--- src/rtl/mips_mdu_pkg.sv ---
// Shared definitions for the MIPS multiply/divide unit: op codes, FSM states
// and the default datapath width.
package mips_mdu_pkg;

  localparam int DEFAULT_WIDTH = 32;

  typedef enum logic [2:0] {
    OP_MULT  = 3'd0,
    OP_MULTU = 3'd1,
    OP_DIV   = 3'd2,
    OP_DIVU  = 3'd3,
    OP_MTHI  = 3'd4,
    OP_MTLO  = 3'd5
  } op_e;

  typedef enum logic [1:0] {
    IDLE   = 2'd0,
    CALC   = 2'd1,
    FINISH = 2'd2
  } state_e;

  function automatic logic op_is_arith(input logic [2:0] op);
    return (op == OP_MULT) || (op == OP_MULTU) || (op == OP_DIV) || (op == OP_DIVU);
  endfunction

  function automatic logic op_is_move(input logic [2:0] op);
    return (op == OP_MTHI) || (op == OP_MTLO);
  endfunction

  function automatic logic op_is_div(input logic [2:0] op);
    return (op == OP_DIV) || (op == OP_DIVU);
  endfunction

  function automatic logic op_is_signed(input logic [2:0] op);
    return (op == OP_MULT) || (op == OP_DIV);
  endfunction

endpackage

--- src/rtl/mips_mdu_step.sv ---
// One radix-2 iteration on magnitudes: shift-add multiply step or restoring
// divide step over the {acc_hi, acc_lo} accumulator pair.
module mips_mdu_step #(
  parameter int WIDTH = 32
) (
  input  logic             is_div,
  input  logic [WIDTH-1:0] acc_hi,
  input  logic [WIDTH-1:0] acc_lo,
  input  logic [WIDTH-1:0] operand,
  output logic [WIDTH-1:0] next_hi,
  output logic [WIDTH-1:0] next_lo
);

  logic [WIDTH:0] sum;
  logic [WIDTH:0] shifted;
  logic [WIDTH:0] diff;

  always_comb begin
    sum     = {1'b0, acc_hi} + {1'b0, operand};
    shifted = {acc_hi, acc_lo[WIDTH-1]};
    diff    = shifted - {1'b0, operand};
    next_hi = acc_hi;
    next_lo = acc_lo;
    if (is_div) begin
      // Partial remainder stays below the divisor, so diff[WIDTH] is a clean borrow flag.
      if (!diff[WIDTH]) begin
        next_hi = diff[WIDTH-1:0];
        next_lo = {acc_lo[WIDTH-2:0], 1'b1};
      end else begin
        next_hi = shifted[WIDTH-1:0];
        next_lo = {acc_lo[WIDTH-2:0], 1'b0};
      end
    end else begin
      if (acc_lo[0]) begin
        {next_hi, next_lo} = {sum, acc_lo[WIDTH-1:1]};
      end else begin
        {next_hi, next_lo} = {1'b0, acc_hi, acc_lo[WIDTH-1:1]};
      end
    end
  end

endmodule

--- src/rtl/mips_mdu.sv ---
// Iterative MIPS HI/LO multiply/divide unit: one radix-2 step per enabled
// cycle, sign fix-up on the way out, optional single-cycle MTHI/MTLO.
module mips_mdu
  import mips_mdu_pkg::*;
#(
  parameter int WIDTH      = DEFAULT_WIDTH,
  parameter int MTX_BYPASS = 1
) (
  input  logic             clk,
  input  logic             reset,
  input  logic             enable,
  input  logic             start,
  input  logic [2:0]       op,
  input  logic [WIDTH-1:0] rs_val,
  input  logic [WIDTH-1:0] rt_val,
  output logic [WIDTH-1:0] hi,
  output logic [WIDTH-1:0] lo,
  output logic             busy,
  output logic             done
);

  localparam int CW = $clog2(WIDTH + 1);

  state_e             state;
  state_e             next_state;
  logic [CW-1:0]      count;
  logic [2:0]         op_q;
  logic [WIDTH-1:0]   rs_q;
  logic [WIDTH-1:0]   acc_hi;
  logic [WIDTH-1:0]   acc_lo;
  logic [WIDTH-1:0]   operand;
  logic               neg_q;
  logic               neg_r;
  logic               div_zero;

  logic               accept;
  logic               rs_neg;
  logic               rt_neg;
  logic [WIDTH-1:0]   rs_mag;
  logic [WIDTH-1:0]   rt_mag;
  logic [WIDTH-1:0]   step_hi;
  logic [WIDTH-1:0]   step_lo;
  logic [2*WIDTH-1:0] product;
  logic [2*WIDTH-1:0] product_fix;
  logic [WIDTH-1:0]   quo_fix;
  logic [WIDTH-1:0]   rem_fix;

  mips_mdu_step #(.WIDTH(WIDTH)) u_step (
    .is_div  (op_is_div(op_q)),
    .acc_hi  (acc_hi),
    .acc_lo  (acc_lo),
    .operand (operand),
    .next_hi (step_hi),
    .next_lo (step_lo)
  );

  always_comb begin
    accept      = enable && start && (state == IDLE);
    rs_neg      = op_is_signed(op) && rs_val[WIDTH-1];
    rt_neg      = op_is_signed(op) && rt_val[WIDTH-1];
    rs_mag      = rs_neg ? -rs_val : rs_val;
    rt_mag      = rt_neg ? -rt_val : rt_val;
    product     = {acc_hi, acc_lo};
    product_fix = neg_q ? -product : product;
    // Most-negative / -1 needs no special case: the magnitude quotient already
    // equals the most-negative pattern and the remainder is zero.
    quo_fix     = div_zero ? '1 : (neg_q ? -acc_lo : acc_lo);
    rem_fix     = div_zero ? rs_q : (neg_r ? -acc_hi : acc_hi);
    busy        = (state != IDLE);
  end

  always_comb begin
    next_state = state;
    case (state)
      IDLE: begin
        if (accept && op_is_arith(op)) begin
          next_state = CALC;
        end else if (accept && op_is_move(op) && (MTX_BYPASS == 0)) begin
          next_state = FINISH;
        end
      end
      CALC:    if (enable && (count == CW'(1))) next_state = FINISH;
      FINISH:  if (enable) next_state = IDLE;
      default: next_state = IDLE;
    endcase
  end

  always_ff @(posedge clk or posedge reset) begin
    if (reset) state <= IDLE;
    else       state <= next_state;
  end

  always_ff @(posedge clk or posedge reset) begin
    if (reset) begin
      count    <= '0;
      op_q     <= '0;
      rs_q     <= '0;
      acc_hi   <= '0;
      acc_lo   <= '0;
      operand  <= '0;
      neg_q    <= 1'b0;
      neg_r    <= 1'b0;
      div_zero <= 1'b0;
      hi       <= '0;
      lo       <= '0;
      done     <= 1'b0;
    end else if (enable) begin
      done <= 1'b0;
      case (state)
        IDLE: begin
          if (start && op_is_arith(op)) begin
            op_q     <= op;
            rs_q     <= rs_val;
            count    <= CW'(WIDTH);
            neg_q    <= rs_neg ^ rt_neg;
            neg_r    <= rs_neg;
            div_zero <= (rt_val == '0);
            acc_hi   <= '0;
            acc_lo   <= op_is_div(op) ? rs_mag : rt_mag;
            operand  <= op_is_div(op) ? rt_mag : rs_mag;
          end else if (start && op_is_move(op)) begin
            if (MTX_BYPASS != 0) begin
              if (op == OP_MTHI) hi <= rs_val;
              else               lo <= rs_val;
              done <= 1'b1;
            end else begin
              op_q <= op;
              rs_q <= rs_val;
            end
          end
        end
        CALC: begin
          acc_hi <= step_hi;
          acc_lo <= step_lo;
          count  <= count - CW'(1);
        end
        FINISH: begin
          done <= 1'b1;
          case (op_q)
            OP_MULT, OP_MULTU: {hi, lo} <= product_fix;
            OP_DIV, OP_DIVU: begin
              hi <= rem_fix;
              lo <= quo_fix;
            end
            OP_MTHI: hi <= rs_q;
            OP_MTLO: lo <= rs_q;
            default: ;
          endcase
        end
        default: ;
      endcase
    end
  end

endmodule

--- config.mk ---
export PLATFORM = sky130hd
export DESIGN_NAME = mips_mdu
export DESIGN_NICKNAME = d
export VERILOG_FILES = /design/src/rtl/mips_mdu_pkg.sv /design/src/rtl/mips_mdu_step.sv /design/src/rtl/mips_mdu.sv
export SDC_FILE = /design/constraint.sdc
export NUM_CORES = 1
export LEC_CHECK = 0
export CAP_MARGIN = 20
export CORE_AREA = 3 3 169 171
export DETAILED_ROUTE_END_ITERATION = 16
export DIE_AREA = 0 0 172 174
export HOLD_SLACK_MARGIN = 0.08
export PLACE_DENSITY = 0.87
export SLEW_MARGIN = 25
export SYNTH_ARGS = -nofsm -noshare
export SYNTH_HDL_FRONTEND = slang
export SYNTH_SLANG_ARGS = --single-unit
--- constraint.sdc ---
create_clock -name clk -period 12.88 [get_ports clk]
set_clock_uncertainty 0.15 [all_clocks]
set_input_delay 3.864 -clock clk [delete_from_list [all_inputs] [get_ports clk]]
set_output_delay 3.864 -clock clk [all_outputs]
set_load 0.03 [all_outputs]
; ---- After elaboration in Yosys (flattened, before gate mapping)
; Index checks and enable logic that the tools add are counted.
[totals]
inputBits = 71
regBits = 207
output_inout_bits = 66
[op_classes]
n_mux = 38
n_eq_ne = 23
bitwise_logic = 1
reduce_logical = 29
addsub = 8
[ops]
columns = operator, count
row1 = 32-bit two-way mux, 21
row2 = 32-bit one-hot mux with 2 select lines, 4
row3 = 32-bit one-hot mux with 3 select lines, 2
row4 = 32-bit negation, 4
row5 = 64-bit two-way mux, 1
row6 = 64-bit negation, 1
row7 = 32-bit by 32-bit adder with 33-bit output, 1
row8 = 33-bit by 32-bit subtractor with 33-bit output, 1
row9 = 32-bit logical NOT, 1
row10 = 3-bit by 2-bit equality test with 1-bit output (second input constant), 4
row11 = 3-bit equality test (second input constant), 4
row12 = 6-bit one-hot mux with 2 select lines, 1
row13 = 6-bit AND reduction, 2
row14 = 3-bit AND reduction, 3
row15 = 1-bit logical AND, 8
row16 = 2-bit by 1-bit inequality test with 1-bit output (second input constant), 4
row17 = 2-bit inequality test (second input constant), 4
row18 = 1-bit logical OR, 7
row19 = 3-bit by 1-bit equality test with 1-bit output (second input constant), 2
row20 = 6-bit by 1-bit equality test with 1-bit output (second input constant), 1
row21 = 3-bit logical NOT, 2
row22 = 2-bit two-way mux, 3
row23 = 6-bit two-way mux, 1
row24 = 2-bit one-hot mux with 3 select lines, 1
row25 = 11 further kinds, 16

; ---- Longest topological paths before layout
[logic_depth]
ltp_word = 7
mapped_depth = 15

; ---- Hierarchy
; Synthesis repeated with hierarchy kept, for this count alone.
[hier_totals]
cells_unflattened = 2366
area_unflattened_um2 = 18621.6
[by_module_without_submodules]
columns = mod, cells_per_inst, seq_area_each_um2, n_inst, area_per_inst_um2
row1 = mips_mdu, 1682, 5180.0, 1, 13780.7
row2 = mips_mdu_step, 684, 0.0, 1, 4840.9

; ---- Worst setup path after synthesis
; No wires, ideal clock.
[synth_path]
path_type = input port to flip-flop
from = in rs_val[3]
to = reg acc_lo[31]
n_path_buf = 1
slack_ps = 6506
t_arrival_ps = 6159
cell_stages = 11
cell_sequence = clkbuf_1 -> or4_1 -> nor3_2 -> nand3_1 -> nor2_1 -> nand2_1 -> or4_1 -> o41ai_1 -> nand2_1 -> a21oi_1 -> o221a_2
[synth_between]
elab_chain_cells = 5
[synth_rtl]
columns = item, line
row1 = from (decl), mips_mdu.sv:14  ; input logic [WIDTH-1:0] rs_val,
row2 = 32-bit negation, mips_mdu.sv:61  ; rs_mag = rs_neg ? -rs_val : rs_val;
row3 = 32-bit two-way mux, mips_mdu.sv:61
row4 = 32-bit two-way mux, mips_mdu.sv:119  ; acc_lo <= op_is_div(op) ? rs_mag : rt_mag;
row5 = 32-bit two-way mux, mips_mdu.sv:111  ; if (start && op_is_arith(op)) begin
row6 = 32-bit one-hot mux with 2 select lines, mips_mdu.sv:109  ; case (state)
row7 = to (signal assigned), mips_mdu.sv:119
row8 = to (signal assigned), mips_mdu.sv:134  ; acc_lo <= step_lo;
row9 = to (decl), mips_mdu.sv:30  ; logic [WIDTH-1:0] acc_lo;
; No other way between the ends. The select of a mux whose other input is x is not followed.
; A chain may end at the register's enable or synchronous reset.

; ---- Final worst setup path
[layout_path]
from = in op[2]
to = reg hi[12]
[layout_between]
elab_chain_cells = 7
elab_cells_between_ends = 16
classes_between = eq/ne: 8 / reduce/logical: 8
[layout_rtl]
columns = item, line
row1 = from (decl), mips_mdu.sv:13  ; input logic [2:0] op,
row2 = 3-bit by 1-bit equality test with 1-bit output / 3-bit logical NOT (equally long branches), mips_mdu_pkg.sv:23  ; return (op == OP_MULT) || (op == OP_MULTU) || (op == OP_DIV) || (op == OP_DIVU);
row3 = 1-bit logical OR (3 in a row), mips_mdu_pkg.sv:23
row4 = 1-bit logical AND, mips_mdu.sv:111
row5 = 2-bit inequality test (no line), -
row6 = 6-bit AND reduction (no line) *, -
row7 = to (signal assigned), mips_mdu.sv:123  ; if (op == OP_MTHI) hi <= rs_val;
row8 = to (signal assigned), mips_mdu.sv:140  ; OP_MULT, OP_MULTU: {hi, lo} <= product_fix;
row9 = to (signal assigned), mips_mdu.sv:142  ; hi <= rem_fix;
row10 = to (decl), mips_mdu.sv:16  ; output logic [WIDTH-1:0] hi,
; Every way passes the cells marked *; elsewhere a longest branch is shown, timed or not.

==> summary.md <==
| Metric | Value |
|---|---|
| GRT Total Usage | between 40% and 50% |
| DRC viols | 0 |
| Nets | between 2000 and 3000 |
| CTS max path bufs | 3 |
| Period minus WS final | 6.87 ns |
| Max Cap Viol | 0 |
| Die Wd | around 170 µm |
| Vias per cell | 7.00 |
| Die Ht | between 150 and 200 µm |
| F_max | between 100 and 150 MHz |
| Primary FF master, synth | dfrtp_1 |
| 1st-pass router iterations | 7 |
| Mapped cell area | roughly 18000 µm² |
| Warnings, synthesis | 0 |
| Setup TNS | 0 ns |
| Post-CTS Hold Fix Bufs | 0 |
| # diodes | 0 |
| CORE AREA | 27000 µm² |
| GP Congestion | just over 1 |
| Via count | ~19000 |
| Initial antenna violation count | 1 |
| Die area | 29900 µm² |
| Post-synth EDFFs | 0 |
| Hold_ws | approximately 0.33 ns |
| CTS tree | built |
| Maximum vdd drop | about 0.00021 V |
| Area grow syn2layout | 12.9% |
| Net Count, Synth | ~2500 |
| Vias in the first global route | 18100 |
| Worst hold start | hi[2] |
| Total CTS buffers | 25 |
| GR Overflow Total | 0 |
| RR Startpoint | acc_lo[31] |
| Max Slew Vio Count | 0 |
| I/O pin cnt | around 140 |
| Pwr dens | around 290 nW/µm² |
| Clock Latency Late Sink | between 0.5 and 0.6 ns |
| Htree depth | 1 |
| Worst-Margin Slew | between 1 and 1.5 ns |
| Crit-path slowest cell | clkdlybuf4s50_1 |
| WP buf/inv | 2 |
| Wirelength per Cell | roughly 24 µm |
| Initial core utilization | around two thirds |
| Critical path type | input pin to flop |
| Largest stage delay, worst path | a little over 0.6 ns |
| ANT nets after route | 0 |
| CP Launch Point | op[2] |
| RSZ-0062 raised after global routing | no |
| DRT iter0 DRCs | around 2800 |
| Hold Crit Class | flop to flop |
| # Post-CTS Setup Buffers | 0 |
| CP endpoint kind | flop |
| Arr. time, crit path | about 7.1 ns |
| CP required | 13.15 ns |
| Synth Instances | 2381 |
| Largest net degree at the start of global routing | 134 |
| Yosys reg bits | a little over 200 |
| Drt total wl | approximately 67000 µm |
| Final HPWL DP | between 40000 and 50000 µm |
| Layout fillers | 2109 |
| Crit-path cells | clkdlybuf4s50_1, a31oi_1, or3b_2, a21oi_2, buf_4, nand2_1, a221oi_1, o31ai_1, a221oi_1, nor3_1 |
| Worst relative slew slack | 22.7% |
| Share of layout cells above drive strength 1 | 4.81% |
| Post-synth cell types | 79 |
| Final worst-path cycle share | a little over half |
| CTS resizes | 0 |
| Most frequent cell on the critical path | a221oi_1 |
| Crit Path Max Fanout | 33 |
| Clock slew at reported path FFs | 0.06 ns |
| Outcome | complete, no violations |
| Async SR Flop Fraction | 100% |
| FP Rows | 60 |
| Root Buffer | clkbuf_16 |
| Syn_area_per_cell | 7.41 µm² |
| Global-route wire length before repair | around 100000 µm |
| Leakage | ~8.4 nW |
| Delay-heaviest family, CP | simple AND/OR/NAND/NOR gates |
| Sequential area share after synthesis | between 20 and 30% |
| Startpoint types | input pin |
| Power, Total | between 0.005 and 0.006 W |
| Total clock sinks | between 200 and 250 |
| Final setup viols | 0 |
| Port bufs | 136 |
| Final Hold Viols | 0 |
## worst register-to-register path, cell delays in order, from the launching register on
cell,delay [ns]
dfrtp_1,0.61
inv_1,0.29
ha_1,0.31
fa_1,0.38
nand2b_1,0.20
a211oi_1,0.25
o21ai_0,0.25
a211oi_1,0.51
o41ai_1,0.22
o21ai_0,0.49
xor2_4,0.20
buf_4,0.54
mux2_2,0.45
a22oi_1,0.18
nand2_1,0.08
## flip-flops by register name, summed over array words and instances (netlist names)
name / count
acc_hi: 32
acc_lo: 32
hi: 32
lo: 32
operand: 32
rs_q: 32
count: 6
op_q: 3
state: 2
div_zero: 1
done: 1
neg_q: 1
neg_r: 1
## layout make-up
| cell class | instances | area (µm²) | share of cell area [%] |
|---|---|---|---|
| tap | 341 | 427 | 2.14 |
| timing repair buffer | 164 | 1600 | 8.00 |
| inverter | 69 | 267 | 1.34 |
| clock buffer | 27 | 643 | 3.23 |
| clock inverter | 17 | 243 | 1.22 |
| multi-input combinational | 1926 | 11600 | 58.1 |
| sequential | 207 | 5180 | 26.0 |
## Yosys cell counts (15+ instances only)
cell / number / area share, %
o21ai_0: 227 / 6.4
a31oi_1: 36 / 1.3
xor2_1: 84 / 4.2
nor4_1: 17 / 0.60
clkbuf_1: 153 / 3.3
o31ai_1: 23 / 0.98
dfrtp_1: 207 / 29
or3_1: 18 / 0.64
a211oi_1: 21 / 0.89
a221oi_1: 19 / 0.94
inv_1: 68 / 1.4
a21o_1: 34 / 1.4
nor3_1: 74 / 2.1
nand2b_1: 22 / 0.78
nand3_1: 37 / 1.0
o22ai_1: 36 / 1.3
o211ai_1: 26 / 1.1
mux2i_1: 37 / 2.1
nand2_1: 376 / 8.0
xnor2_1: 95 / 4.7
ha_1: 70 / 5.0
nor2b_1: 15 / 0.53
a21oi_1: 242 / 6.9
nor2_1: 213 / 4.5
o221ai_1: 18 / 0.89
## final timing paths
kind / to / slack (ns) / cells after the start
worst max-delay path: hi[12] / 6.01 / 10
worst min-delay path: hi[2] / 0.33 / 1
worst max register to register: acc_hi[22] / 7.64 / 14
worst min register to register: hi[2] / 0.33 / 1
max in group asynchronous: op_q[2] / 8.03 / 3
min in group asynchronous: rs_q[26] / 3.54 / 2
## metal layers
layer | share of wire [%] | track usage [%] | up-vias | wire (µm)
met2 | 44 | 66.3 | 1356 | 29200
met3 | 12 | 9.76 | 338 | 7730
li1 | - | - | 8525 | -
met4 | 7.4 | 24.9 | 2 | 4920
met5 | 0.015 | 0 | - | 10
met1 | 37 | 56.9 | 9023 | 24700
## cells by family (layout without fill, tap and decap cells)
kind of cell,count (synthesis),in the layout,share of synthesized area [%]
muxes,41,41,2.35
buffers and inverters,248,277,5.42
AOI/OAI and AO/OA,785,785,27.2
and+or+nand+nor,849,849,21.6
DFF,207,207,29.3
xor gates and xnor gates,179,179,8.88
adders and majority gates,72,72,5.19
## cell usage in the layout, fill, tap and decap left out, types with 26 or more instances in the layout
master,netlist,routed
a21o_1,34,34
a21oi_1,242,240
a31oi_1,36,36
buf_4,2,26
clkdlybuf4s50_1,0,136
dfrtp_1,207,207
ha_1,70,70
inv_1,68,67
mux2i_1,37,37
nand2_1,376,375
nand3_1,37,37
nor2_1,213,211
nor3_1,74,74
o211ai_1,26,26
o21ai_0,227,227
o22ai_1,36,36
xnor2_1,95,95
xor2_1,84,83
## metrics by stage
| stage | util (%) | setup WS (ns) | instance area, µm² | instances |
|---|---|---|---|---|
| CTS | 73.6 | 6.14 | 19900 | 2750 |
| finish | 73.7 | 6.01 | 19900 | 2751 |
| global placement | 70.3 | 5.69 | 19000 | 2706 |
| floorplan | - | 3.21 | 17700 | 2381 |
| global route | 73.7 | 5.83 | 19900 | 2751 |
| detailed placement | 70.3 | 5.61 | 19000 | 2706 |
## power breakdown
group / leakage, nW / total (W) / internal, W / switching, W
logic: 5.42 / 0.00352 / 0.00137 / 0.00215
clock network: 0.422 / 0.000786 / 0.000465 / 0.000321
registers: 2.60 / 0.00139 / 0.000934 / 0.000457
No activity file was read; power rests on OpenSTA's default activity.
